===== src/rtl/if_id_stage_pkg.sv =====
// Shared definitions for the IF/ID pipeline register slice.
package if_id_stage_pkg;

  typedef enum logic [1:0] {
    RUN     = 2'd0,
    STALL   = 2'd1,
    FLUSHED = 2'd2
  } if_id_state_e;

  // sll $0,$0,0
  localparam logic [31:0] NOP_WORD = 32'h0000_0000;

  localparam int unsigned RS_HI = 25;
  localparam int unsigned RS_LO = 21;
  localparam int unsigned RT_HI = 20;
  localparam int unsigned RT_LO = 16;

endpackage


===== src/rtl/if_id_stage_if.sv =====
// Fetch-to-decode bus of the IF/ID stage; master is the surrounding pipeline, slave is the stage.
interface if_id_stage_if #(
  parameter int unsigned CNT_W = 16
);
  logic [31:0]      Instruction_in;
  logic [31:0]      PCPlus4_in;
  logic             ID_EX_MemRead;
  logic [4:0]       ID_EX_Rt;
  logic             Flush;
  logic [31:0]      Instruction_out;
  logic [31:0]      PCPlus4_out;
  logic             Valid_out;
  logic             PCWrite;
  logic             Bubble;
  logic [CNT_W-1:0] StallCount;
  logic [CNT_W-1:0] FlushCount;

  modport master (
    output Instruction_in, PCPlus4_in, ID_EX_MemRead, ID_EX_Rt, Flush,
    input  Instruction_out, PCPlus4_out, Valid_out, PCWrite, Bubble,
           StallCount, FlushCount
  );

  modport slave (
    input  Instruction_in, PCPlus4_in, ID_EX_MemRead, ID_EX_Rt, Flush,
    output Instruction_out, PCPlus4_out, Valid_out, PCWrite, Bubble,
           StallCount, FlushCount
  );
endinterface


===== src/rtl/if_id_stage_hazard_detect.sv =====
// Load-use hazard check of the latched IF/ID instruction against the load in ID/EX.
module hazard_detect (
  input  logic       valid,
  input  logic       mem_read,
  input  logic [4:0] ex_rt,
  input  logic [4:0] id_rs,
  input  logic [4:0] id_rt,
  output logic       haz
);

  // rt is compared for every opcode; occasional false stalls on I-type are accepted
  always_comb begin
    haz = valid & mem_read & (ex_rt != 5'd0) & ((ex_rt == id_rs) | (ex_rt == id_rt));
  end

endmodule


===== src/rtl/if_id_stage.sv =====
// IF/ID pipeline register with load-use stall, branch flush and debug event counters.
module if_id_stage #(
  parameter logic [31:0] NOP_WORD = if_id_stage_pkg::NOP_WORD,
  parameter int unsigned CNT_W    = 16
) (
  input logic          Clk,
  input logic          Reset,
  if_id_stage_if.slave bus
);
  import if_id_stage_pkg::*;

  if_id_state_e     state;
  logic [31:0]      instr_q;
  logic [31:0]      pc4_q;
  logic             valid_q;
  logic [CNT_W-1:0] stall_cnt;
  logic [CNT_W-1:0] flush_cnt;
  logic             haz;
  logic             stall;

  hazard_detect u_hazard_detect (
    .valid    (valid_q),
    .mem_read (bus.ID_EX_MemRead),
    .ex_rt    (bus.ID_EX_Rt),
    .id_rs    (instr_q[RS_HI:RS_LO]),
    .id_rt    (instr_q[RT_HI:RT_LO]),
    .haz      (haz)
  );

  // Flush wins over a hazard; both enables are forced low while reset is held
  always_comb begin
    stall           = haz & ~bus.Flush;
    bus.PCWrite     = Reset & ~stall;
    bus.Bubble      = Reset & stall;
    bus.Instruction_out = instr_q;
    bus.PCPlus4_out = pc4_q;
    bus.Valid_out   = valid_q;
    bus.StallCount  = stall_cnt;
    bus.FlushCount  = flush_cnt;
  end

  // FSM and IF/ID registers: load, hold on stall, squash to NOP on flush
  always_ff @(posedge Clk or negedge Reset) begin
    if (!Reset) begin
      state   <= RUN;
      instr_q <= NOP_WORD;
      pc4_q   <= '0;
      valid_q <= 1'b0;
    end else begin
      if (bus.Flush) begin
        state   <= FLUSHED;
        instr_q <= NOP_WORD;
        pc4_q   <= bus.PCPlus4_in;
        valid_q <= 1'b0;
      end else begin
        case (state)
          RUN, STALL: begin
            if (haz) begin
              state <= STALL;
            end else begin
              state   <= RUN;
              instr_q <= bus.Instruction_in;
              pc4_q   <= bus.PCPlus4_in;
              valid_q <= 1'b1;
            end
          end
          default: begin
            // squashed slot: Valid_out is low so no hazard can be raised here
            state   <= RUN;
            instr_q <= bus.Instruction_in;
            pc4_q   <= bus.PCPlus4_in;
            valid_q <= 1'b1;
          end
        endcase
      end
    end
  end

  // Saturating stall / flush event counters
  always_ff @(posedge Clk or negedge Reset) begin
    if (!Reset) begin
      stall_cnt <= '0;
      flush_cnt <= '0;
    end else begin
      if (stall && (stall_cnt != '1)) stall_cnt <= stall_cnt + CNT_W'(1);
      if (bus.Flush && (flush_cnt != '1)) flush_cnt <= flush_cnt + CNT_W'(1);
    end
  end

endmodule


===== src/flat_wrapper.sv =====
// flat-port wrapper written by rule: the top's interface ports become plain ports
module if_id_stage_flat import if_id_stage_pkg::*;
#(
  parameter logic [31:0] NOP_WORD = if_id_stage_pkg::NOP_WORD,
  parameter int unsigned CNT_W    = 16
)
  (Clk, Reset, bus_Instruction_in, bus_PCPlus4_in, bus_ID_EX_MemRead, bus_ID_EX_Rt, bus_Flush, bus_Instruction_out, bus_PCPlus4_out, bus_Valid_out, bus_PCWrite, bus_Bubble, bus_StallCount, bus_FlushCount);
  if_id_stage_if #(.CNT_W(CNT_W)) bus_i ();
  input logic Clk;
  input logic Reset;
  input wire logic [$bits(bus_i.Instruction_in)-1:0] bus_Instruction_in;
  input wire logic [$bits(bus_i.PCPlus4_in)-1:0] bus_PCPlus4_in;
  input wire logic [$bits(bus_i.ID_EX_MemRead)-1:0] bus_ID_EX_MemRead;
  input wire logic [$bits(bus_i.ID_EX_Rt)-1:0] bus_ID_EX_Rt;
  input wire logic [$bits(bus_i.Flush)-1:0] bus_Flush;
  output wire logic [$bits(bus_i.Instruction_out)-1:0] bus_Instruction_out;
  output wire logic [$bits(bus_i.PCPlus4_out)-1:0] bus_PCPlus4_out;
  output wire logic [$bits(bus_i.Valid_out)-1:0] bus_Valid_out;
  output wire logic [$bits(bus_i.PCWrite)-1:0] bus_PCWrite;
  output wire logic [$bits(bus_i.Bubble)-1:0] bus_Bubble;
  output wire logic [$bits(bus_i.StallCount)-1:0] bus_StallCount;
  output wire logic [$bits(bus_i.FlushCount)-1:0] bus_FlushCount;
  assign bus_i.Instruction_in = bus_Instruction_in;
  assign bus_i.PCPlus4_in = bus_PCPlus4_in;
  assign bus_i.ID_EX_MemRead = bus_ID_EX_MemRead;
  assign bus_i.ID_EX_Rt = bus_ID_EX_Rt;
  assign bus_i.Flush = bus_Flush;
  assign bus_Instruction_out = bus_i.Instruction_out;
  assign bus_PCPlus4_out = bus_i.PCPlus4_out;
  assign bus_Valid_out = bus_i.Valid_out;
  assign bus_PCWrite = bus_i.PCWrite;
  assign bus_Bubble = bus_i.Bubble;
  assign bus_StallCount = bus_i.StallCount;
  assign bus_FlushCount = bus_i.FlushCount;
  if_id_stage #(.NOP_WORD(NOP_WORD), .CNT_W(CNT_W)) u_core (.Clk(Clk), .Reset(Reset), .bus(bus_i));
endmodule

===== config.mk =====
export PLATFORM = sky130hd
export DESIGN_NAME = if_id_stage_flat
export DESIGN_NICKNAME = d
export VERILOG_FILES = /design/src/rtl/if_id_stage_pkg.sv /design/src/rtl/if_id_stage_if.sv /design/src/rtl/if_id_stage_hazard_detect.sv /design/src/rtl/if_id_stage.sv /design/src/flat_wrapper.sv
export SDC_FILE = /design/constraint.sdc
export NUM_CORES = 1
export LEC_CHECK = 0
export CORE_MARGIN = 4
export CORE_UTILIZATION = 40
export DETAILED_ROUTE_END_ITERATION = 16
export PLACE_DENSITY_LB_ADDON = 0.2
export SETUP_SLACK_MARGIN = 0.15
export SYNTH_ARGS = -nofsm -noshare
export SYNTH_HDL_FRONTEND = slang
export SYNTH_SLANG_ARGS = --single-unit

===== constraint.sdc =====
create_clock -name Clk -period 4.5 [get_ports Clk]
set_input_delay 0.45 -clock Clk [delete_from_list [all_inputs] [get_ports Clk]]
set_output_delay 0.45 -clock Clk [all_outputs]
set_load 0.05 [all_outputs]

==> results.py, run 1 <==
metrics = {
    "status": {
        "status": "finished clean",
    },
    "global_routing": {
        "grt_usage_pct": 17.03,
        "grt_first_pass_wirelength_um": 17750,
        "antenna_found_initial": 0,
        "grt_start_max_net_pins": 56,
        "overflow": 0,
        "grt_pass1_vias": 3361,
    },
    "critical_path": {
        "cp_common_cell": "clkdlybuf4s50_1",
        "cp_data_required_time_ns": 4.05,
        "crit_path_end_kind": "output pin",
        "cp_slowest_stage_delay_ns": 0.70,
        "r2r_slack_ns": 2.21,
        "crit_fanout": 8,
        "start_kind": "input port",
        "r2r-end": "u_core.bus.PCPlus4_out[12]",
        "rr_startpoint": "u_core.bus.Instruction_out[25]",
        "cp_cell_sequence": "clkdlybuf4s50_1 -> or4_4 -> o2111ai_4 -> and2b_1 -> and2_1 -> clkdlybuf4s50_1",
        "ff2ff_path_depth": 7,
        "cp.arrival_ns": 2.89,
        "critPathTopFamily": "buffers and inverters",
        "critical_path_class": "in -> out",
        "cp.buffers_inverters": 2,
        "slowest_stage": "clkdlybuf4s50_1",
    },
    "drt": {
        "vias": 3210,
        "drcViolationCount": 0,
        "met1Wirelength_um": 4725,
        "ant_nets": 0,
        "drt_iter0_markers": 113,
        "totalWireLength_um": 11060,
        "drt-vias-per-instance": 4.908,
        "dr.pass1.iters": 4,
        "wl_met2_um": 5347,
        "wl_per_cell_um": 16.91,
        "highest_layer": "met4",
        "dr_wl_met3_um": 851,
    },
    "finish": {
        "fin_nets": 584,
        "layout_commonest_cell": "clkdlybuf4s50_1",
        "drive_gt1_share_pct": 18.87,
        "layout_common_cells": "clkdlybuf4s50_1 (169), dfrtp_1 (98), mux2_4 (49)",
        "areaGrowthSynthToFinish_pct": 45.54,
        "insertedDiodeCount": 0,
        "nFillCells": 907,
        "final_core_util_pct": 60.69,
    },
    "yosys": {
        "synth_top_area_cell": "dfrtp_1",
        "yosys_warnings": 0,
        "synth_seq_area_share_pct": 53.32,
        "yosysTopAreaCellShare_pct": 53.32,
        "synth.area.top_cells": "dfrtp_1 (53%), mux2_4 (16%), xnor2_1 (5.3%)",
        "syn-num-nets": 410,
        "synth_edf_count": 0,
        "synthFlopType": "dfrtp_1",
        "ys_async_sr_fraction_pct": 100.0,
        "syn_area_um2": 4599,
        "ys_ff_latch": 98,
        "synthCells": 335,
        "synth_area_per_cell_um2": 13.73,
        "synth_cell_types": 38,
    },
    "floorplan": {
        "io_pins": 172,
        "die_area_um2": 13280,
        "rows": 38,
        "initial_core_util_pct": 41.70,
        "chipWidth_um": 115.2,
        "core_area_um2": 11030,
        "die_y_um": 115.2,
    },
    "clock_network": {
        "cts_repair_resize_count": 0,
        "clkSinkCount": 98,
        "h-tree-depth": 3,
        "cts_made_buffers": 9,
        "cts.clk_slew.worst_paths_ns": 0.07,
        "clk_path_buf_depth": 2,
        "root_buffer": "clkbuf_16",
        "hold_buffers": 0,
        "clk_latency_ns": 0.34,
        "cts_tree": "done",
        "postCtsSetupRepairBufs": 0,
    },
    "timing": {
        "finalMaxSlewViolations": 0,
        "tightest_slew_ns": 0.7103,
        "finalCriticalPeriod_ns": 3.344,
        "max_slew_margin_pct": 52.65,
        "setup-violations-final": 0,
        "rsz0062_at_grt": "no",
        "tns_ns": 0,
        "period_share_pct": 74.31,
        "hold_violations": 0,
        "skew_ns": 0.008652,
        "max_freq_mhz": 299.1,
    },
    "placed_design": {
        "io_buffers": 171,
        "gp_congestion": 0.8739,
        "dp_hpwl_um": 8152,
    },
    "pwr": {
        "fin_total_pwr_uw": 2451,
        "powerDensity_nw_per_um2": 366.1,
        "p_leak_uw": 0.002987,
        "vdd_drop_max_mv": 0.4892,
    },
    "job": {
        "timing.max_cap.violations": 0,
    },
    "min_path": {
        "worstHoldPathType": "in -> async",
    },
}
[through the flow]
stage               hold slack (ns)  worst slack (ns)  instance area (um2)  std cells
floorplan                    0.1544             1.883                 4599        335
global placement             0.4774             1.188                 6374        638
detailed placement           0.4848             1.143                 6374        638
CTS                          0.1206             1.140                 6694        654
global route                 0.1375             1.064                 6694        654
finish                      0.09278             1.156                 6694        654
[synthesized netlist by cell type, types with 4 or more instances]
master,instances
dfrtp_1,98
mux2_4,49
nor2b_1,35
xnor2_1,28
mux2_2,18
nand2_1,13
nand3_1,13
nand4_1,8
nor2_1,7
buf_12,6
clkbuf_1,6
xor2_1,6
and3_1,5
inv_1,4
nor3_1,4
[power by group]
group	switching, uW	leakage [uW]	total [uW]	internal (uW)
sequential	66.5	0.00123	1010	948
clock	327	0.000156	828	501
combinational	356	0.00160	608	252
[cells by family after synthesis]
group                    synth area share (%)
AND/OR/NAND/NOR                         12.95
flip-flops                              53.32
multiplexers                            20.62
XOR/XNOR                                6.475
buffers and inverters                   3.591
AO/OA/AOI/OAI                           2.503
adder cells (fa/ha/maj)                0.5440
[registers in the layout, indices dropped and copies added (netlist names)]
name                        cells
u_core.bus.FlushCount          16
u_core.state                    1
u_core.bus.Instruction_out     32
u_core.bus.StallCount          16
u_core.bus.PCPlus4_out         32
u_core.bus.Valid_out            1
[layer usage]
| metal | up-vias | track usage (%) |
|---|---|---|
| met5 | - | 0 |
| met4 | 0 | 4.460 |
| met3 | 12 | 5.947 |
| met2 | 103 | 27.47 |
| met1 | 1596 | 21.96 |
| li1 | 1499 | - |
[worst max path at each step]
stage	endpoint	slack, ns	start	cells past startpoint
3_5_place_dp	bus_Bubble	1.14	bus_ID_EX_Rt[1]	6
3_3_place_gp	bus_Bubble	1.19	bus_ID_EX_Rt[1]	6
6_report	bus_Bubble	1.16	bus_ID_EX_Rt[1]	6
2_1_floorplan	bus_PCWrite	1.88	bus_ID_EX_Rt[1]	4
4_1_cts	bus_Bubble	1.14	bus_ID_EX_Rt[1]	6
5_1_grt	bus_Bubble	1.06	bus_ID_EX_Rt[1]	6
[layout make-up]
class / instances / area [um2] / share of cell area [%]
Multi-Input combinational cell: 220 / 1987 / 29.68
Clock inverter: 5 / 77.57 / 1.159
Inverter: 4 / 15.01 / 0.2243
Clock buffer: 11 / 242.7 / 3.626
Sequential cell: 98 / 2452 / 36.64
Timing Repair Buffer: 176 / 1744 / 26.06
Tap cell: 140 / 175.2 / 2.617
[worst reg2reg max path: cells and delay by family, from the launching register on]
kind | cells | cell delay, ns
and+or+nand+nor | 2 | 0.42
muxes | 1 | 0.40
AOI/OAI and AO/OA | 1 | 0.09
buffers and inverters | 2 | 0.69
xor gates and xnor gates | 1 | 0.15
DFF | 1 | 0.43
Note: power is estimated with default switching activity, not from simulation.
==> run 2: changes to the inputs <==
==> constraint.sdc (replaced) <==
create_clock -name Clk -period 3.11 [get_ports Clk]
set_input_delay 0.311 -clock Clk [delete_from_list [all_inputs] [get_ports Clk]]
set_output_delay 0.311 -clock Clk [all_outputs]
set_load 0.05 [all_outputs]
==> run 2 against run 1 <==
Compared with the run above:
- register-to-register slack worse by 1.1 ns
- sequential power rose by 46%
- first-iteration DRC count decreased by 33%
- cell count did not move
- power grew 38%
- largest cell class unchanged
- wire length is 2.0% lower
- clock-buffer cell count increased by 1
- combinational power rose by 46%
==> results.py, run 2 (same netlist as run 1, synthesis figures left out) <==
metrics = {
    "critical_path": {
        "slowest_stage": "or4_4",
        "r2r_slack_ns": 1.14,
        "ff2ff_path_depth": 6,
        "crit_fanout": 8,
        "cp_cell_sequence": "clkdlybuf4s50_1 -> or4_4 -> o2111ai_4 -> and2b_1 -> nor2b_1 -> buf_12",
        "r2r-end": "u_core.bus.StallCount[1]",
        "start_kind": "input port",
        "critical_path_class": "in -> out",
        "cp_data_required_time_ns": 2.80,
        "cp.arrival_ns": 2.27,
        "crit_path_end_kind": "output pin",
        "rr_startpoint": "u_core.bus.StallCount[0]",
        "cp_slowest_stage_delay_ns": 0.58,
    },
    "pwr": {
        "p_leak_uw": 0.002993,
        "p_sw_share_pct": 31.56,
        "power.share.clock_pct": 30.5,
        "powerDensity_nw_per_um2": 506.4,
        "power.switching_uw": 1069,
        "sequentialPowerShare_pct": 43.3,
        "pwr-share-comb_pct": 26.2,
        "vdd_drop_max_mv": 0.4050,
        "p_int_uw": 2319,
    },
    "floorplan": {
        "rows": 38,
        "die_y_um": 115.2,
        "initial_core_util_pct": 41.70,
        "die_area_um2": 13280,
        "io_pins": 172,
        "chipWidth_um": 115.2,
        "core_area_um2": 11030,
    },
    "timing": {
        "setup-violations-final": 0,
        "hold_violations": 0,
        "tns_ns": 0,
        "max_slew_margin_pct": 45.47,
        "setup_ws_ns": 0.5259,
        "finalCriticalPeriod_ns": 2.584,
        "finalMaxSlewViolations": 0,
        "rsz0062_at_grt": "no",
        "tightest_slew_ns": 0.8179,
        "max_freq_mhz": 387.0,
        "skew_ns": 0.005868,
        "period_share_pct": 83.09,
    },
    "global_routing": {
        "grt_util_met2_pct": 26.08,
        "overflow": 0,
        "grt_first_pass_wirelength_um": 17850,
        "use_met3_pct": 5.632,
        "grt_usage_pct": 17.12,
        "gr-max-usage-layer": "met2",
        "grt_pass1_vias": 3393,
        "grt_start_max_net_pins": 65,
        "met1_usage_pct": 22.65,
        "antenna_found_initial": 0,
    },
    "status": {
        "status": "finished clean",
    },
    "finish": {
        "insertedDiodeCount": 0,
        "areaGrowthSynthToFinish_pct": 45.46,
        "final_area_um2": 6690,
        "drive_gt1_share_pct": 18.87,
        "layout_commonest_cell": "clkdlybuf4s50_1",
        "nFillCells": 934,
        "layout_common_cells": "clkdlybuf4s50_1 (168), dfrtp_1 (98), mux2_4 (49)",
        "multi_input_area_um2": 1987,
        "regArea_um2": 2452,
        "fin_nets": 585,
    },
    "clock_network": {
        "h-tree-depth": 3,
        "clk_path_buf_depth": 2,
        "cts_made_buffers": 9,
        "clk_latency_ns": 0.34,
        "cts_tree": "done",
        "root_buffer": "clkbuf_16",
        "cts.clk_slew.worst_paths_ns": 0.06,
        "clkSinkCount": 98,
        "cts_repair_resize_count": 0,
    },
    "drt": {
        "drt_iter0_markers": 76,
        "wl_per_cell_um": 16.56,
        "ant_nets": 0,
        "totalWireLength_um": 10830,
        "drcViolationCount": 0,
        "drt-vias-per-instance": 4.885,
        "vias": 3195,
        "dr.pass1.iters": 4,
    },
    "placed_design": {
        "io_buffers": 171,
        "place_ws_ns": 0.3548,
        "placed_cell_area_um2": 6409,
        "dp_hpwl_um": 8005,
        "gp_congestion": 0.7795,
    },
    "job": {
        "timing.max_cap.violations": 0,
    },
    "min_path": {
        "worstHoldPathType": "in -> async",
    },
}
## run 2: power groups by stage
stage / Sequential (uW) / Clock (uW) / Combinational, uW
floorplan: 1810 / 0 / 190
global placement: 1490 / 0 / 885
detailed placement: 1490 / 0 / 896
CTS: 1470 / 1070 / 898
global route: 1490 / 1120 / 940
finish: 1470 / 1030 / 887
## run 2: routing by layer
layer | routed length [um] | up-vias
met2 | 5144 | 102
met3 | 833 | 16
met5 | 0 | -
met4 | 221 | 0
li1 | - | 1507
met1 | 4632 | 1570
## run 2: critical path: cells and delay by family
family / cells / cell delay, ns
AO/OA/AOI/OAI: 1 / 0.30
AND/OR/NAND/NOR: 3 / 1.00
buffers and inverters: 2 / 0.66
## run 2: cell type report
type / count / share of cell area [%]
clock inverters: 3 / 0.2244
clock buffers: 12 / 3.834
well taps: 140 / 2.618
repair buffers: 177 / 26.74
inverters: 4 / 0.2244
flip-flops and latches: 98 / 36.66
multi-input cells: 220 / 29.70
## run 2: through the flow
| step | power (uW) | std cells | utilization [%] | hold slack, ns |
|---|---|---|---|---|
| 6_report | 3388 | 654 | 60.65 | 0.4729 |
| 5_1_grt | 3551 | 654 | 60.65 | 0.5076 |
| 4_1_cts | 3434 | 654 | 60.65 | 0.4853 |
| 3_5_place_dp | 2383 | 638 | 58.10 | 0.3077 |
| 3_3_place_gp | 2373 | 638 | 58.10 | 0.2998 |
| 2_1_floorplan | 2004 | 335 | - | 0.01541 |
## run 2: how the worst max path moves through the flow
stage | startpoint | endpoint | slack (ns) | cells after the start
2_1_floorplan | bus_ID_EX_Rt[1] | bus_PCWrite | 0.77 | 4
3_3_place_gp | bus_ID_EX_Rt[1] | u_core.bus.PCPlus4_out[14] | 0.42 | 7
3_5_place_dp | bus_ID_EX_Rt[1] | u_core.bus.PCPlus4_out[21] | 0.35 | 7
4_1_cts | bus_ID_EX_Rt[1] | bus_PCWrite | 0.51 | 6
5_1_grt | bus_ID_EX_Rt[1] | bus_PCWrite | 0.42 | 6
6_report | bus_ID_EX_Rt[1] | bus_PCWrite | 0.53 | 6
## run 2: what timing repair did
| item | in CTS | in global routing |
|---|---|---|
| hold buffers | 1 | 0 |
| endpoints found under the hold margin | 34 | 0 |
| buffers inserted | 0 | 0 |
